$ cat config.mk
export PLATFORM = sky130hd
export DESIGN_NAME = dds_cfg_ctrl
export DESIGN_NICKNAME = d
export VERILOG_FILES = /design/src/rtl/dds_cfg_ctrl.sv
export SDC_FILE = /design/constraint.sdc
export NUM_CORES = 1
export LEC_CHECK = 0
export ABC_AREA = 1
export CAP_MARGIN = 20
export CORE_ASPECT_RATIO = 1.5
export CORE_MARGIN = 4
export CORE_UTILIZATION = 52
export DETAILED_ROUTE_END_ITERATION = 8
export PLACE_DENSITY = 0.73
export SLEW_MARGIN = 20
export SYNTH_ARGS = -nofsm -noshare
export SYNTH_HDL_FRONTEND = slang
export SYNTH_SLANG_ARGS = --single-unit
$ cat constraint.sdc
create_clock -name i_clk -period 13.61 [get_ports i_clk]
set_clock_uncertainty 0.15 [all_clocks]
set_input_delay 4.083 -clock i_clk [delete_from_list [all_inputs] [get_ports i_clk]]
set_output_delay 4.083 -clock i_clk [all_outputs]
set_load 0.02 [all_outputs]
$ cat src/rtl/dds_cfg_ctrl.sv
// dds_cfg_ctrl: parses checksummed command frames from the UART byte stream
// and drives the DDS configuration (tuning word, amplitude, mode).
// Frame: A5 | CMD | payload (N bytes, MSB first) | CHK, CHK = XOR(CMD, payload).
// The tuning word is applied only on a phase-accumulator wrap.
//
// state     | meaning
// ----------+---------------------------------------------------
// S_IDLE    | waiting for SYNC (0xA5); other bytes dropped
// S_CMD     | expecting command byte
// S_PAYLOAD | shifting payload bytes into the shadow register
// S_CHECK   | expecting checksum byte; commit or reject
module dds_cfg_ctrl #(
    parameter int              PW       = 32,
    parameter logic [PW-1:0]   RESET_TW = PW'(32'h0100_0000),
    parameter int              TIMEOUT  = 100000
) (
    input  logic          i_clk,
    input  logic          i_rst,
    input  logic [7:0]    i_rx_data,
    input  logic          i_rx_valid,
    input  logic          i_phase_wrap,
    output logic [PW-1:0] o_tuning_word,
    output logic [7:0]    o_amplitude,
    output logic          o_ook_en,
    output logic          o_out_en,
    output logic          o_tw_pending,
    output logic          o_busy,
    output logic          o_cfg_ok,
    output logic          o_cfg_err
);

    localparam int NB   = PW / 8;
    localparam int CW   = $clog2(NB + 1);
    localparam int TMW  = $clog2(TIMEOUT + 1);

    localparam logic [1:0] S_IDLE    = 2'd0;
    localparam logic [1:0] S_CMD     = 2'd1;
    localparam logic [1:0] S_PAYLOAD = 2'd2;
    localparam logic [1:0] S_CHECK   = 2'd3;

    localparam logic [7:0] SYNC     = 8'hA5;
    localparam logic [7:0] CMD_TW   = 8'h01;
    localparam logic [7:0] CMD_AMP  = 8'h02;
    localparam logic [7:0] CMD_MODE = 8'h03;

    logic [1:0]    r_state;
    logic [7:0]    r_cmd;
    logic [7:0]    r_xor;
    logic [CW-1:0] r_cnt;
    logic [PW-1:0] r_shadow;
    logic [TMW-1:0] r_tmo_cnt;
    logic          r_busy;
    logic          r_cfg_ok;
    logic          r_cfg_err;
    logic [7:0]    r_amp;
    logic          r_ook_en;
    logic          r_out_en;
    logic [PW-1:0] r_tw;
    logic [PW-1:0] r_tw_commit;
    logic          r_tw_pending;

    logic [1:0]    w_state_nxt;
    logic          w_timeout;
    logic          w_known;
    logic          w_accept;

    // A byte in the expiry cycle wins over the timeout.
    assign w_timeout = (r_state != S_IDLE) && !i_rx_valid
                       && (r_tmo_cnt == TMW'(TIMEOUT - 1));
    assign w_known   = (i_rx_data == CMD_TW) || (i_rx_data == CMD_AMP)
                       || (i_rx_data == CMD_MODE);
    assign w_accept  = (r_state == S_CHECK) && i_rx_valid && (i_rx_data == r_xor);

    // Next-state decode for the frame parser.
    always_comb begin
        w_state_nxt = r_state;
        if (w_timeout) begin
            w_state_nxt = S_IDLE;
        end else if (i_rx_valid) begin
            case (r_state)
                S_IDLE:    if (i_rx_data == SYNC) w_state_nxt = S_CMD;
                S_CMD:     w_state_nxt = w_known ? S_PAYLOAD : S_IDLE;
                S_PAYLOAD: if (r_cnt == CW'(1)) w_state_nxt = S_CHECK;
                default:   w_state_nxt = S_IDLE;
            endcase
        end
    end

    // Parser datapath, status pulses, amplitude and mode registers.
    always_ff @(posedge i_clk or posedge i_rst) begin
        if (i_rst) begin
            r_state   <= S_IDLE;
            r_cmd     <= '0;
            r_xor     <= '0;
            r_cnt     <= '0;
            r_shadow  <= '0;
            r_busy    <= 1'b0;
            r_cfg_ok  <= 1'b0;
            r_cfg_err <= 1'b0;
            r_amp     <= 8'hFF;
            r_ook_en  <= 1'b0;
            r_out_en  <= 1'b0;
        end else begin
            r_state   <= w_state_nxt;
            r_busy    <= (w_state_nxt != S_IDLE);
            r_cfg_ok  <= 1'b0;
            r_cfg_err <= w_timeout;
            if (i_rx_valid) begin
                case (r_state)
                    S_CMD: begin
                        if (w_known) begin
                            r_cmd    <= i_rx_data;
                            r_xor    <= i_rx_data;
                            r_cnt    <= (i_rx_data == CMD_TW) ? CW'(NB) : CW'(1);
                            r_shadow <= '0;
                        end else begin
                            r_cfg_err <= 1'b1;
                        end
                    end
                    S_PAYLOAD: begin
                        r_shadow <= {r_shadow[PW-9:0], i_rx_data};
                        r_xor    <= r_xor ^ i_rx_data;
                        r_cnt    <= r_cnt - CW'(1);
                    end
                    S_CHECK: begin
                        if (w_accept) begin
                            r_cfg_ok <= 1'b1;
                            if (r_cmd == CMD_AMP) r_amp <= r_shadow[7:0];
                            if (r_cmd == CMD_MODE) begin
                                r_ook_en <= r_shadow[0];
                                r_out_en <= r_shadow[1];
                            end
                        end else begin
                            r_cfg_err <= 1'b1;
                        end
                    end
                    default: ;
                endcase
            end
        end
    end

    // Inter-byte idle counter; cleared by every byte and held at zero in IDLE.
    always_ff @(posedge i_clk or posedge i_rst) begin
        if (i_rst) begin
            r_tmo_cnt <= '0;
        end else if ((r_state == S_IDLE) || i_rx_valid || w_timeout) begin
            r_tmo_cnt <= '0;
        end else begin
            r_tmo_cnt <= r_tmo_cnt + TMW'(1);
        end
    end

    // Tuning word staging: a fresh commit takes priority over a coincident
    // wrap, so only the newest word is ever applied and never on its commit edge.
    always_ff @(posedge i_clk or posedge i_rst) begin
        if (i_rst) begin
            r_tw         <= RESET_TW;
            r_tw_commit  <= '0;
            r_tw_pending <= 1'b0;
        end else if (w_accept && (r_cmd == CMD_TW)) begin
            r_tw_commit  <= r_shadow;
            r_tw_pending <= 1'b1;
        end else if (r_tw_pending && i_phase_wrap) begin
            r_tw         <= r_tw_commit;
            r_tw_pending <= 1'b0;
        end
    end

    assign o_tuning_word = r_tw;
    assign o_amplitude   = r_amp;
    assign o_ook_en      = r_ook_en;
    assign o_out_en      = r_out_en;
    assign o_tw_pending  = r_tw_pending;
    assign o_busy        = r_busy;
    assign o_cfg_ok      = r_cfg_ok;
    assign o_cfg_err     = r_cfg_err;

endmodule

==> flow_summary.toml <==
[min_path]
hp-start = "o_tuning_word[24]$_DFFE_PP1P_"
min_path_type = "flop to flop"
holdPathStages = 2
hold_end = "o_tuning_word[24]$_DFFE_PP1P_"

[global_routing]
first_global_vias = 4977
grt_pass1_wl_um = 23500
overflow = 0
antenna_found_initial = 0
grt_usage = 0.204
grt_max_degree = 85

[routing]
drt-pass1-iter-count = 5
viasPerCell = 5.36
drc = 0
vias = 5212
wl_per_cell_um = 14.1
drtIter0Drc = 413
ant_nets = 0
finalWirelength_um = 13700

[synthesis]
synth_cell_types = 27
ys_seq_area_frac = 0.575
synth_cells = 765
netlist_area_mm2 = 0.00646
syn-num-nets = 780
ys_warn_count = 0
postSynthAreaPerCell_um2 = 8.44
yosys_register_bits = 148

[die]
die_h_um = 144
rows = 49
ios = 58
coreArea_mm2 = 0.0121
die-area_mm2 = 0.0143
initial_core_util = 0.535
die_x_um = 99.0

[clock_network]
clock_latency_ns = 0.42
htreeDepth = 4
cts-root-buf = "clkbuf_16"
postCtsHoldBufs = 0
clk_pin_slew_ns = 0.06
post-cts-setup-buffer-count = 0
ctsResizeCount = 0
clockBufferDepth = 2
cts_tree = "built"
numCtsBuffers = 17
cts_sinks = 148

[setup_path]
timing.rr.start = "r_state[0]$_DFF_PP0_"
crit_type = "primary input to flop"
cp_max_fo = 48
crit_path_end_kind = "flop"
worst-r2r-cell-count = 8
worstPathArrival_ns = 7.09
critPathLaunchType = "primary input"
reg2reg_to = "r_shadow[27]$_DFFE_PP0P_"
r2r_setup_slack_ns = 10.57
worstPathRequired_ns = 13.81

[finish]
nFillCells = 983
synthToLayoutAreaGrowth_pct = 18.4
nets = 821
final_cells = 972
drive_gt1_frac = 0.0635
multi_input_area_mm2 = 0.00236
final_common_cell = "nand2_1"
final_cell_mix = "nand2_1, nand3_1, dfrtp_1"
antenna_cells = 0
regArea_mm2 = 0.00371

[timing]
fin_crit_ns = 6.89
worst_pin_slew_ns = 0.942
hold_viol = 0
fin_crit_sh = 0.506
grt_setup_unrepaired = "false"
slew_headroom = 0.370
fin_setup_tns_ns = 0
timing.hold.ws_ns = 0.315
drv_slew = 0
setup_viol = 0
timing.fmax_ghz = 0.145

[run_status]
outcome = "complete, no violations"

[job]
drv_cap = 0

[placed_design]
place.gp.congestion = 0.827
io_buffers = 57
dp_hpwl_um = 8730
placed_cells = 940

[pwr]
leakagePower_nw = 3.97
p_per_area_mw_per_mm2 = 127
vdd_drop_max_mv = 0.0912
==> state kept, by name, indices dropped and copies added, names as in the netlist, 2 cells and up <==
| register | cells |
|---|---|
| o_amplitude | 8 |
| o_tuning_word | 32 |
| r_cmd | 8 |
| r_cnt | 3 |
| r_shadow | 32 |
| r_state | 2 |
| r_tmo_cnt | 17 |
| r_tw_commit | 32 |
| r_xor | 8 |
==> worst max-delay path, cell delays in order <==
cell	delay (ns)
clkdlybuf4s50_1	0.56
nor4_4	0.39
nand3_2	0.72
nand2_2	1.00
nand3_1	0.20
nand2_1	0.12
==> metal layers <==
layer	share of wire	global-route usage	wire (µm)	vias up
met2	0.53	0.350	7270	131
li1	-	-	-	2538
met5	0	0	0	-
met3	0.044	0.0492	600	17
met1	0.41	0.255	5660	2526
met4	0.014	0.0655	192	0
==> how the worst max path moves through the flow <==
| stage | from | endpoint | slack (ns) | cells past startpoint |
|---|---|---|---|---|
| global route | i_rx_data[7] | r_shadow[24]$_DFFE_PP0P_ | 6.44 | 6 |
| floorplan | i_rst | o_busy$_DFF_PP0_ | 5.41 | 1 |
| detailed placement | i_rx_data[7] | r_shadow[27]$_DFFE_PP0P_ | 6.36 | 6 |
| CTS | i_rx_data[7] | r_shadow[27]$_DFFE_PP0P_ | 6.78 | 6 |
| finish | i_rx_data[7] | r_shadow[27]$_DFFE_PP0P_ | 6.72 | 6 |
| global placement | i_rx_data[7] | r_shadow[1]$_DFFE_PP0P_ | 6.44 | 6 |
==> power breakdown <==
| group | total, W | internal [W] | switching, W | leakage (nW) |
|---|---|---|---|---|
| combinational | 0.0000440 | 0.0000141 | 0.0000299 | 1.71 |
| sequential | 0.000456 | 0.000450 | 0.00000607 | 1.98 |
| clock | 0.000470 | 0.000289 | 0.000181 | 0.281 |
| total | 0.000970 | 0.000753 | 0.000217 | 3.97 |
==> cell type report <==
cell class / count / share of cell area
well taps: 153 / 0.0250
clock inverters: 12 / 0.0206
repair buffers: 61 / 0.0790
multi-input cells: 530 / 0.308
inverters: 48 / 0.0242
flip-flops and latches: 148 / 0.486
clock buffers: 20 / 0.0571
==> metrics by stage <==
step	worst slack (ns)	power, W	instance area (µm²)	util
2_1_floorplan	5.41	0.000492	6460	-
3_3_place_gp	6.44	0.000505	7050	0.584
3_5_place_dp	6.36	0.000508	7050	0.584
4_1_cts	6.78	0.000977	7640	0.633
5_1_grt	6.44	0.00101	7650	0.633
6_report	6.72	0.000970	7650	0.633
==> synthesized netlist by cell type <==
master    number  share of area
a21o_1         1         0.0012
buf_2         16          0.012
inv_1         44          0.026
dfrtp_1      139           0.54
buf_1          2         0.0012
nor2_1        44          0.026
nor4_4         1         0.0033
xor2_1         8          0.011
nor3b_1        2         0.0023
nand3_2        1         0.0016
nand3_1      155           0.12
nor3_1        11         0.0085
nand4_1        4         0.0039
ha_1           3         0.0058
clkbuf_1      14         0.0081
o21ai_0       21          0.016
xnor2_1        2         0.0027
a21oi_1        3         0.0023
buf_6          3         0.0052
nand2_1      270           0.16
clkinv_1       1        0.00058
a31oi_1        1        0.00097
dfstp_2        9          0.037
nand2_2        1        0.00097
inv_2          3         0.0017
nor2_2         2         0.0019
buf_4          4         0.0047
==> kinds of logic after synthesis <==
kind of cell | after synthesis | synth area share
XOR/XNOR | 10 | 0.0136
adder cells (fa/ha/maj) | 3 | 0.00581
AO/OA/AOI/OAI | 26 | 0.0207
buffers and inverters | 87 | 0.0595
AND/OR/NAND/NOR | 491 | 0.325
flip-flops | 148 | 0.575
Power figures use the tool's default switching activity.
